--- src/rtl/child_dispatch_sched.sv ---
// child_dispatch_sched: round-robin dispatcher of tagged jobs to NUM_CHILD
// child units over a start/done handshake, reporting one completion per cycle.
// Ports: clk, rst (sync, active-high); job_valid/job_ready/job_tag upstream;
//   child_start/child_tag/child_done to children; cmp_valid/cmp_child/
//   cmp_tag/cmp_err completion report; busy_mask, idle status.
// Optional watchdog: define CHILD_SCHED_WATCHDOG_EN to build per-child
//   busy counters that force a completion with cmp_err after TIMEOUT cycles.
module child_dispatch_sched #(
    parameter int NUM_CHILD = 5,
    parameter int TAG_W     = 8,
    parameter int TIMEOUT   = 255
) (
    input  logic                 clk,
    input  logic                 rst,
    input  logic                 job_valid,
    output logic                 job_ready,
    input  logic [TAG_W-1:0]     job_tag,
    output logic [NUM_CHILD-1:0] child_start,
    output logic [TAG_W-1:0]     child_tag,
    input  logic [NUM_CHILD-1:0] child_done,
    output logic                 cmp_valid,
    output logic [2:0]           cmp_child,
    output logic [TAG_W-1:0]     cmp_tag,
    output logic                 cmp_err,
    output logic [NUM_CHILD-1:0] busy_mask,
    output logic                 idle
);

    localparam logic [1:0] S_IDLE = 2'd0;
    localparam logic [1:0] S_BUSY = 2'd1;
    localparam logic [1:0] S_PEND = 2'd2;

    logic [1:0]           st_q [NUM_CHILD];
    logic [1:0]           st_d [NUM_CHILD];
    logic [TAG_W-1:0]     tag_q [NUM_CHILD];
    logic [2:0]           rr_ptr;
    logic [2:0]           tgt;
    logic                 tgt_ok;
    logic [2:0]           rep_idx;
    logic                 rep_ok;
    logic                 disp;
    logic [3:0]           scan;
    logic [NUM_CHILD-1:0] expire;

    // First IDLE child at or above rr_ptr (with wrap). Scanning from the far
    // end and overwriting lets the nearest candidate win without a flag.
    always_comb begin
        tgt    = '0;
        tgt_ok = 1'b0;
        scan   = '0;
        for (int k = NUM_CHILD - 1; k >= 0; k--) begin
            scan = {1'b0, rr_ptr} + 4'(k);
            if (scan >= 4'(NUM_CHILD))
                scan = scan - 4'(NUM_CHILD);
            if (st_q[scan[2:0]] == S_IDLE) begin
                tgt    = scan[2:0];
                tgt_ok = 1'b1;
            end
        end
    end

    // Lowest-index PEND child is reported this cycle.
    always_comb begin
        rep_idx = '0;
        rep_ok  = 1'b0;
        for (int k = NUM_CHILD - 1; k >= 0; k--) begin
            if (st_q[k] == S_PEND) begin
                rep_idx = 3'(k);
                rep_ok  = 1'b1;
            end
        end
    end

    assign disp = job_valid & tgt_ok;

    // State register
    always_ff @(posedge clk) begin
        if (rst) begin
            for (int i = 0; i < NUM_CHILD; i++)
                st_q[i] <= S_IDLE;
        end else begin
            for (int i = 0; i < NUM_CHILD; i++)
                st_q[i] <= st_d[i];
        end
    end

    // Next-state logic; child_done only counts while BUSY and wins over expiry
    always_comb begin
        for (int i = 0; i < NUM_CHILD; i++) begin
            st_d[i] = st_q[i];
            case (st_q[i])
                S_IDLE: if (disp && tgt == 3'(i)) st_d[i] = S_BUSY;
                S_BUSY: if (child_done[i] || expire[i]) st_d[i] = S_PEND;
                S_PEND: if (rep_ok && rep_idx == 3'(i)) st_d[i] = S_IDLE;
                default: st_d[i] = S_IDLE;
            endcase
        end
    end

    // Dispatch datapath: start pulse, tag capture, round-robin pointer
    always_ff @(posedge clk) begin
        if (rst) begin
            rr_ptr      <= '0;
            child_start <= '0;
            child_tag   <= '0;
            for (int i = 0; i < NUM_CHILD; i++)
                tag_q[i] <= '0;
        end else begin
            child_start <= '0;
            child_tag   <= '0;
            if (disp) begin
                child_start <= {{(NUM_CHILD-1){1'b0}}, 1'b1} << tgt;
                child_tag   <= job_tag;
                tag_q[tgt]  <= job_tag;
                rr_ptr      <= (tgt == 3'(NUM_CHILD - 1)) ? 3'd0 : tgt + 3'd1;
            end
        end
    end

`ifdef CHILD_SCHED_WATCHDOG_EN
    localparam int CW = $clog2(TIMEOUT + 1);

    logic [CW-1:0]        cnt_q [NUM_CHILD];
    logic [NUM_CHILD-1:0] err_q;

    always_comb begin
        for (int i = 0; i < NUM_CHILD; i++)
            expire[i] = (st_q[i] == S_BUSY) && (cnt_q[i] == CW'(TIMEOUT));
    end

    always_ff @(posedge clk) begin
        if (rst) begin
            err_q <= '0;
            for (int i = 0; i < NUM_CHILD; i++)
                cnt_q[i] <= '0;
        end else begin
            for (int i = 0; i < NUM_CHILD; i++) begin
                if (st_q[i] == S_IDLE && st_d[i] == S_BUSY)
                    cnt_q[i] <= '0;
                else if (st_q[i] == S_BUSY)
                    cnt_q[i] <= cnt_q[i] + 1'b1;
                if (st_q[i] == S_BUSY && st_d[i] == S_PEND)
                    err_q[i] <= ~child_done[i];
            end
        end
    end
`else
    assign expire = '0;
`endif

    // Outputs
    always_comb begin
        job_ready = 1'b0;
        busy_mask = '0;
        for (int i = 0; i < NUM_CHILD; i++) begin
            busy_mask[i] = (st_q[i] != S_IDLE);
            if (st_q[i] == S_IDLE)
                job_ready = 1'b1;
        end
        idle      = ~|busy_mask;
        cmp_valid = rep_ok;
        cmp_child = rep_ok ? rep_idx : 3'd0;
        cmp_tag   = rep_ok ? tag_q[rep_idx] : '0;
`ifdef CHILD_SCHED_WATCHDOG_EN
        cmp_err   = rep_ok & err_q[rep_idx];
`else
        cmp_err   = 1'b0;
`endif
    end

endmodule

--- config.mk ---
export PLATFORM = sky130hd
export DESIGN_NAME = child_dispatch_sched
export DESIGN_NICKNAME = d
export VERILOG_FILES = /design/src/rtl/child_dispatch_sched.sv
export SDC_FILE = /design/constraint.sdc
export NUM_CORES = 1
export LEC_CHECK = 0
export ABC_AREA = 1
export BUFFER_PORTS_ARGS = -buffer_cell sky130_fd_sc_hd__buf_2
export CORE_ASPECT_RATIO = 0.6
export CORE_UTILIZATION = 60
export DETAILED_ROUTE_END_ITERATION = 16
export GPL_ROUTABILITY_DRIVEN = 0
export PLACE_DENSITY_LB_ADDON = 0.15
export SLEW_MARGIN = 30
export SYNTH_ARGS = -nofsm -noshare
export SYNTH_HDL_FRONTEND = slang
export SYNTH_SLANG_ARGS = --single-unit
export TNS_END_PERCENT = 5
--- constraint.sdc ---
create_clock -name clk -period 9.9 [get_ports clk]
set_input_delay 1.98 -clock clk [delete_from_list [all_inputs] [get_ports clk]]
set_output_delay 1.98 -clock clk [all_outputs]
set_load 0.03 [all_outputs]
**Word level (Yosys, flattened, before mapping)**

Memory sizes are Yosys's and may differ from the RTL's.
Cells that the tools add are included.
Widths: inputs -> output; s select.

- Memories kept: 2
- Register bits after elaboration: 16
- Logic and storage cells: 144
- Input port bits: 16
- Bits in writable memories: 50

Memories:

| memory | words | bits a word | rd ports | clocked after memory_dff | wr ports | line | RTL |
|---|---|---|---|---|---|---|---|
| tag_q | 5 | 8 | 1 | 0 | 5 | 35 | `logic [TAG_W-1:0] tag_q [NUM_CHILD];` |
| st_q | 5 | 2 | 10 | 0 | 5 | 33 | `logic [1:0] st_q [NUM_CHILD];` |

- Reductions and logical operators: 31
- Eq/ne operators: 18
- Shift-type cells: 1
- Mux-type cells: 67
- Magnitude comparators: 5
- Add/subtract/negate cells: 10
- Bitwise gates (word level): 7

Operators by type and width:

| cell | number |
|---|---|
| $mux 3 | 18 |
| $mux 2 | 20 |
| $pmux 2 s3 | 5 |
| $mux 1 | 22 |
| $logic_not 2->1 | 10 |
| $ge 4x3->1 const B | 4 |
| $mux 8 | 2 |
| $sub 3x3->3 const B | 5 |
| $eq 3x2->1 const B | 4 |
| $eq 2x1->1 const B | 5 |
| $eq 2x2->1 const B | 5 |
| $logic_and 1x1->1 | 10 |
| $reduce_bool 2->1 | 5 |
| $add 3x2->4 const B | 2 |
| $reduce_or 8->1 | 1 |
| $eq 3x1->1 const B | 2 |
| $eq 3x3->1 const B | 2 |
| $logic_not 3->1 | 2 |
| $or 1x1->1 | 5 |
| $reduce_or 5->1 | 1 |
| $shl 1x3->5 const A | 1 |
| $add 3x1->4 const B | 1 |
| $add 3x3->4 const B | 1 |
| $add 3x1->3 const B | 1 |
| other kinds (5) | 5 |

**Longest topological paths before layout**

Gate-level depths: netlist of run 1.
An unclocked memory read counts as a cell.

- Word-level depth: 16
- Depth in mapped cells: 23

**Worst setup path after synthesis of run 1**

No wires, ideal clock.

- Path kind: reg-to-output
- Start point: mem st_q[1][0]
- End point: out cmp_tag[0]
- Arrival: 2.390 ns
- Data required time: 7.920 ns
- Setup slack: 5.530 ns
- Stages on the path, launching flop included: 9
- Path through: dfxtp_1 nor2_1 inv_1 o21ai_0 a21oi_1 nor2_1 inv_1 nor2_1 o31ai_1

RTL lines:

| item | line | RTL |
|---|---|---|
| start: declaration | 33 |  |
| end: declaration | 23 | `output logic [TAG_W-1:0] cmp_tag,` |

==> metrics, run 1 <==
outcome=completed; core footprint=6138 um^2; filler cell count=501; Area Growth Syn to Fin=12.04%; DP HPWL=8.004 mm; Clk pwr share=11.9%; Rel. slew slack=52.61%; nets=570; combinational share of power=63.0%; type of origin of the critical path=register; sw power=891.6 uW; vias in the first global route=3,173; Total Wirelength=10.33 mm; critical path required time=7.92 ns; CTS root buf=clkbuf_8; Int Pwr=775.0 uW; most common cell after layout, fill and taps aside=nor2_1; first-pass GRT wire length=16.43 mm; flop and latch count out of synthesis=66; GR Overflow Total=0; H-tree levels=3; post-CTS setup buffers=0; DRC violations left=0; Syn Nets=520; library cells used by synthesis=40; Setup Viol. Count Final=0; RSZ-0062 raised after global routing=no; post-synthesis cell count=494; Die ar.=6745 um^2; Antenna Violating Nets Remaining=0; Initial DRT Pass Iterations=5; Slew @ Worst Pin=0.7087 ns; Routed wire per std cell=16.31 um; Die H=64.02 um; CTS hold repair buffers=0; DR vias=3,535; CTS Buffer Depth=2; IO Count=49; layout cells sized above 1=22.77%; # diodes=0; YS warnings=0; skew final=0.01089 ns; fmax=211.8 MHz; Setup crit end kind=output port; Flop pwr share=25.1%; max_cap viols=0; largest net degree at the start of global routing=17; Die X=105.4 um; worst skew pair latency=0.34 ns; std cell rows=22; Min Clock Period, post-route=4.722 ns; Leakage=0.002035 uW; peak supply drop=271.1 uV; crit path kind=reg -> out; Starting Density=62.66%; Reg clk slew, reported paths=0.07 ns; fin. max-slew vios=0; Worst Hold Class=reg -> reg; Fin. Hold Viols=0; switching part of the total=53.50%; final core utilization=70.20%; clk sinks=66; syn avg cell area=7.786 um^2; CP arrival=2.74 ns; most frequent cells in the layout=nor2_1, nand2_1, inv_1, nand3_1, buf_2; sequential area share after synthesis=44.76%; initial DRC count=436; I/O Buffers=47; initial antenna violation count=0; critical path peak fanout=10; PostCTS Resize Cnt=0; CTS tree=done; crit share post-route=47.70%; cts bufs inserted=9; drt via density=5.585; Post-Synthesis Cell Area=3846 um^2; global-route usage over all layers=32.75%; PD cells=386.8 nW/um^2; total negative slack=0 ns
-- kinds of logic (layout without fill, tap and decap cells) --
| group | count (synthesis) | count (layout) | synth area share, % |
|---|---|---|---|
| AO/OA/AOI/OAI | 66 | 66 | 10.25 |
| XOR/XNOR | 2 | 2 | 0.6508 |
| adder cells (fa/ha/maj) | 10 | 10 | 3.448 |
| buffers and inverters | 74 | 129 | 7.872 |
| flip-flops | 66 | 66 | 44.76 |
| other | 1 | 1 | 0.09750 |
| AND/OR/NAND/NOR | 275 | 275 | 32.92 |
-- per-stage QoR --
stage	area, um^2	hold WS (ns)	worst slack [ns]	total power [uW]	std cells
2_1_floorplan	3846	0.4866	5.530	1208	494
3_3_place_gp	4131	0.5246	5.483	1418	617
3_5_place_dp	4138	0.5292	5.498	1443	617
4_1_cts	4309	0.5395	5.208	1641	633
5_1_grt	4309	0.5745	4.962	1792	633
6_report	4309	0.5416	5.178	1667	633
-- flip-flops by register name (all words and copies together), names as in the netlist --
name,count
child_start,5
child_tag,8
st_q,10
rr_ptr,3
tag_q,40
-- path summary, 6_finish.rpt --
kind / slack (ns) / startpoint / to / cells past startpoint
worst max-delay path: 5.18 / st_q[1][1] / cmp_tag[6] / 10
worst min-delay path: 0.54 / st_q[4][0] / st_q[4][1] / 2
worst max register to register: 5.41 / rr_ptr[0] / tag_q[1][6] / 20
worst min register to register: 0.54 / st_q[4][0] / st_q[4][1] / 2
-- synthesized netlist by cell type, drive strengths merged --
library cell    n  share of area (%)
o31ai           8                1.6
o22ai           1               0.16
nand2         104                 12
nand3          52                7.2
clkinv          1              0.097
fa              1               0.52
buf             6                1.2
nor2          105                 12
conb            1              0.097
a21oi          15                2.3
nor3            3               0.52
dfxtp          26                 14
nand3b          5               0.98
or2             3               0.49
clkbuf          2               0.20
o21ai          39                5.7
nand4           3               0.65
edfxtp         40                 31
ha              9                2.9
inv            65                6.3
o211ai          1               0.20
xnor2           1               0.23
a31oi           2               0.33
xor2            1               0.42
-- layout make-up --
type	count	area, um^2	area share, %
flip-flops and latches	66	1722	39.95
clock buffers	11	141.4	3.281
repair buffers	47	235.2	5.459
well taps	84	105.1	2.439
inverters	66	247.7	5.749
multi-input cells	354	1828	42.42
clock inverters	5	30.03	0.6969
-- power groups by stage --
stage	Sequential, uW	Combinational (uW)	Clock (uW)
detailed placement	421	1020	0
finish	418	1050	199
floorplan	422	786	0
global placement	420	999	0
CTS	416	1030	200
global route	425	1160	208
-- worst max-delay path: stages, from the launching register on --
cell	delay [ns]
dfxtp_1	0.34
inv_1	0.11
nor2_1	0.07
inv_1	0.11
o21ai_0	0.23
nor3_2	0.60
nand2_1	0.14
inv_1	0.22
o21ai_0	0.21
o31ai_1	0.13
buf_2	0.24
-- layer usage --
layer | part of all wire, % | GRT usage (%) | vias up
met5 | 0 | 0 | -
met3 | 15 | 10.10 | 13
met2 | 37 | 42.52 | 225
li1 | - | - | 1706
met1 | 47 | 51.91 | 1591
met4 | 0.88 | 7.042 | 0
Note: power is estimated with default switching activity, not from simulation.
==> run 2: changes to the inputs <==
--- a/config.mk
+++ b/config.mk
@@ -8,7 +8,7 @@
 export ABC_AREA = 1
 export BUFFER_PORTS_ARGS = -buffer_cell sky130_fd_sc_hd__buf_2
 export CORE_ASPECT_RATIO = 0.6
-export CORE_UTILIZATION = 60
+export CORE_UTILIZATION = 57
 export DETAILED_ROUTE_END_ITERATION = 16
 export GPL_ROUTABILITY_DRIVEN = 0
 export PLACE_DENSITY_LB_ADDON = 0.15
==> constraint.sdc (replaced) <==
create_clock -name clk -period 4.4 [get_ports clk]
set_input_delay 0.88 -clock clk [delete_from_list [all_inputs] [get_ports clk]]
set_output_delay 0.88 -clock clk [all_outputs]
set_load 0.03 [all_outputs]
==> run 2 against run 1 <==
  * Clock-buffer cell count unchanged
  * Setup slack worse by 4.6 ns
  * Design area up 1.7%
  * Utilization down 0.65 points
  * Register-to-register slack worse by 4.8 ns
  * Global-route usage down 0.71 points
  * Combinational power up 130%
  * First-iteration DRC count down 6.9%
  * Via count up 1.2%
  * Critical endpoint is now tag_q[1][3]
  * Largest power group unchanged
==> metrics, run 2 (synthesis gave the netlist of run 1 again) <==
outcome=completed; Crit path buffers/inverters=1 (-3); vias in the first global route=3,123 (-1.6%); RSZ-0062 raised after global routing=no; critical path peak fanout=11 (+1); Die ar.=7091 um^2 (+5.1%); DRC violations left=0 (unchanged); skew final=0.009063 ns (-0.001822 ns); Total Wirelength=10.44 mm (+1.1%); Antenna Violating Nets Remaining=0 (unchanged); max_cap viols=0 (unchanged); Storage cell area=1722 um^2 (unchanged); Min Clock Period, post-route=3.838 ns; Starting Density=61.02% (-1.6 points); Rel. slew slack=62.73% (+10 points); # diodes=0 (unchanged); most frequent CP cell=nand2_1; Clk pwr share=14.4% (+2.5 points); Int Pwr=1855 uW (+140%); Design Area, Final=4384 um^2 (+1.7%); Layout Cells excl Fill=637 (+0.63%); placed inst area=4161 um^2 (+0.57%); post-CTS setup buffers=0 (unchanged); I/O Buffers=47 (unchanged); Leakage=0.002079 uW (+2.2%); peak supply drop=576.5 uV (+110%); area taken by multi-input logic gates=1822 um^2 (-0.34%); most frequent cells in the layout=nor2_1, nand2_1, inv_1, nand3_1, buf_2; fin. max-slew vios=0 (unchanged); Worst Hold Class=reg -> reg; Routed wire per std cell=16.38 um (+0.43%); Reg clk slew, reported paths=0.07 ns (about the same); DR vias=3,579 (+1.2%); first-pass GRT wire length=16.23 mm (-1.2%); Tot Pwr=3884 uW (+130%); switching part of the total=52.24% (-1.3 points); Setup crit end kind=register; clk sinks=66 (unchanged); IO Count=49 (unchanged); GR Overflow Total=0 (unchanged); max incr delay on CP=0.49 ns (-0.11 ns); post-placement cell count=621 (+0.65%); layout cells sized above 1=23.33% (+0.56 points); cells on worst reg2reg path=19 (-5.0%); most common cell after layout, fill and taps aside=nor2_1; PostCTS Resize Cnt=0 (unchanged); PD cells=885.9 nW/um^2 (+130%); crit share post-route=87.22%; CTS root buf=clkbuf_8; max reg flops=40 (unchanged); top flop regs=tag_q (40), st_q (10), child_tag (8); slowest stage cell, crit path=dfxtp_1; Initial DRT Pass Iterations=5 (unchanged); hold path depth=2 (unchanged); Top reg by flops=tag_q; critical path required time=4.43 ns (-3.49 ns); CTS tree=done; Flop pwr share=23.6% (-1.5 points); sw power=2029 uW (+130%); fmax=260.6 MHz; Area Growth Syn to Fin=13.99%; nets=574 (+0.70%); Fin. Hold Viols=0 (unchanged); worst skew pair latency=0.37 ns (+0.03 ns); CTS Buffer Depth=2 (unchanged); largest net degree at the start of global routing=17 (unchanged); Die H=65.63 um (+2.5%); combinational share of power=62.0% (-1.0 points); initial DRC count=406 (-6.9%); crit path kind=reg -> reg; DP HPWL=7.828 mm (-2.2%); Setup Viol. Count Final=0 (unchanged); cts bufs inserted=9 (unchanged); CTS hold repair buffers=0 (unchanged); critical path depth=19 (+9); std cell rows=22 (unchanged); core footprint=6304 um^2 (+2.7%); H-tree levels=3 (unchanged); total negative slack=0 ns (unchanged); drt via density=5.619 (+0.61%); filler cell count=523 (+4.4%); Die X=108.0 um (+2.5%); CP arrival=3.86 ns (+1.12 ns); global-route usage over all layers=32.04% (-0.71 points); type of origin of the critical path=register; CP Cell Sequence=inv_1 > ha_1 > ha_1 > nand2_1 > nand2_2 > nand2_2 > nand2_2 > nand2_1 > nand3_1 > nand3_1 > nand2_2 > nand2_1 > nand2_1 > nand3_1 > nand2_1 > nand2_2 > o21ai_4 > nand4_2 > nand2_1; Slew @ Worst Pin=0.5570 ns (-0.1516 ns); initial antenna violation count=0 (unchanged); final core utilization=69.55% (-0.65 points); cell family with most CP delay=simple AND/OR/NAND/NOR gates
## run 2: cell types whose count changed in the layout (fill, tap and decap cells not counted)
cell,previous run,this run
clkinv_4,0,2
a31oi_2,1,0
clkinvlp_4,2,1
buf_4,0,4
a31oi_1,1,2
clkbuf_1,1,0
clkbuf_16,0,1
clkinv_2,3,1
bufinv_16,0,1
## run 2: tightest hold or removal path: stages, from the launching register on
cell	delay (ns)
dfxtp_1	0.35
nand3_1	0.10
a21oi_1	0.06
## run 2: per-layer routing
metal	vias to the layer above	routed length [um]	part of all wire, %	global-route usage [%]
li1	1718	-	-	-
met1	1643	4950	47	50.83
met2	208	3973	38	40.68
met3	10	1440	14	10.91
met4	0	72	0.69	6.336
met5	-	0	0	0
## run 2: final timing paths
path | from | end | slack, ns
hold / removal | st_q[4][0] | st_q[4][1] | 0.56
setup reg to reg | rr_ptr[1] | tag_q[1][3] | 0.56
setup / recovery | rr_ptr[1] | tag_q[1][3] | 0.56
hold reg to reg | st_q[4][0] | st_q[4][1] | 0.56
## run 2: per-stage QoR
stage	setup slack, ns	hold slack (ns)
after CTS	0.6306	0.5494
after floorplan	1.130	0.4866
after global placement	0.7974	0.5263
after detailed placement	0.6568	0.5401
after global routing	0.2586	0.5780
final	0.5623	0.5585
## run 2: layout make-up
class | instances | area share (%)
clock buffers | 11 | 3.710
multi-input cells | 354 | 41.55
inverters | 66 | 5.651
repair buffers | 51 | 6.050
flip-flops and latches | 66 | 39.27
well taps | 84 | 2.397
clock inverters | 5 | 1.370
## run 2: power groups by stage
stage               registers, uW  clock network (uW)  logic [uW]
finish                        915                 561        2410
global route                  930                 587        2630
CTS                           913                 562        2350
global placement              922                   0        2280
detailed placement            927                   0        2320
floorplan                     950                   0        1770
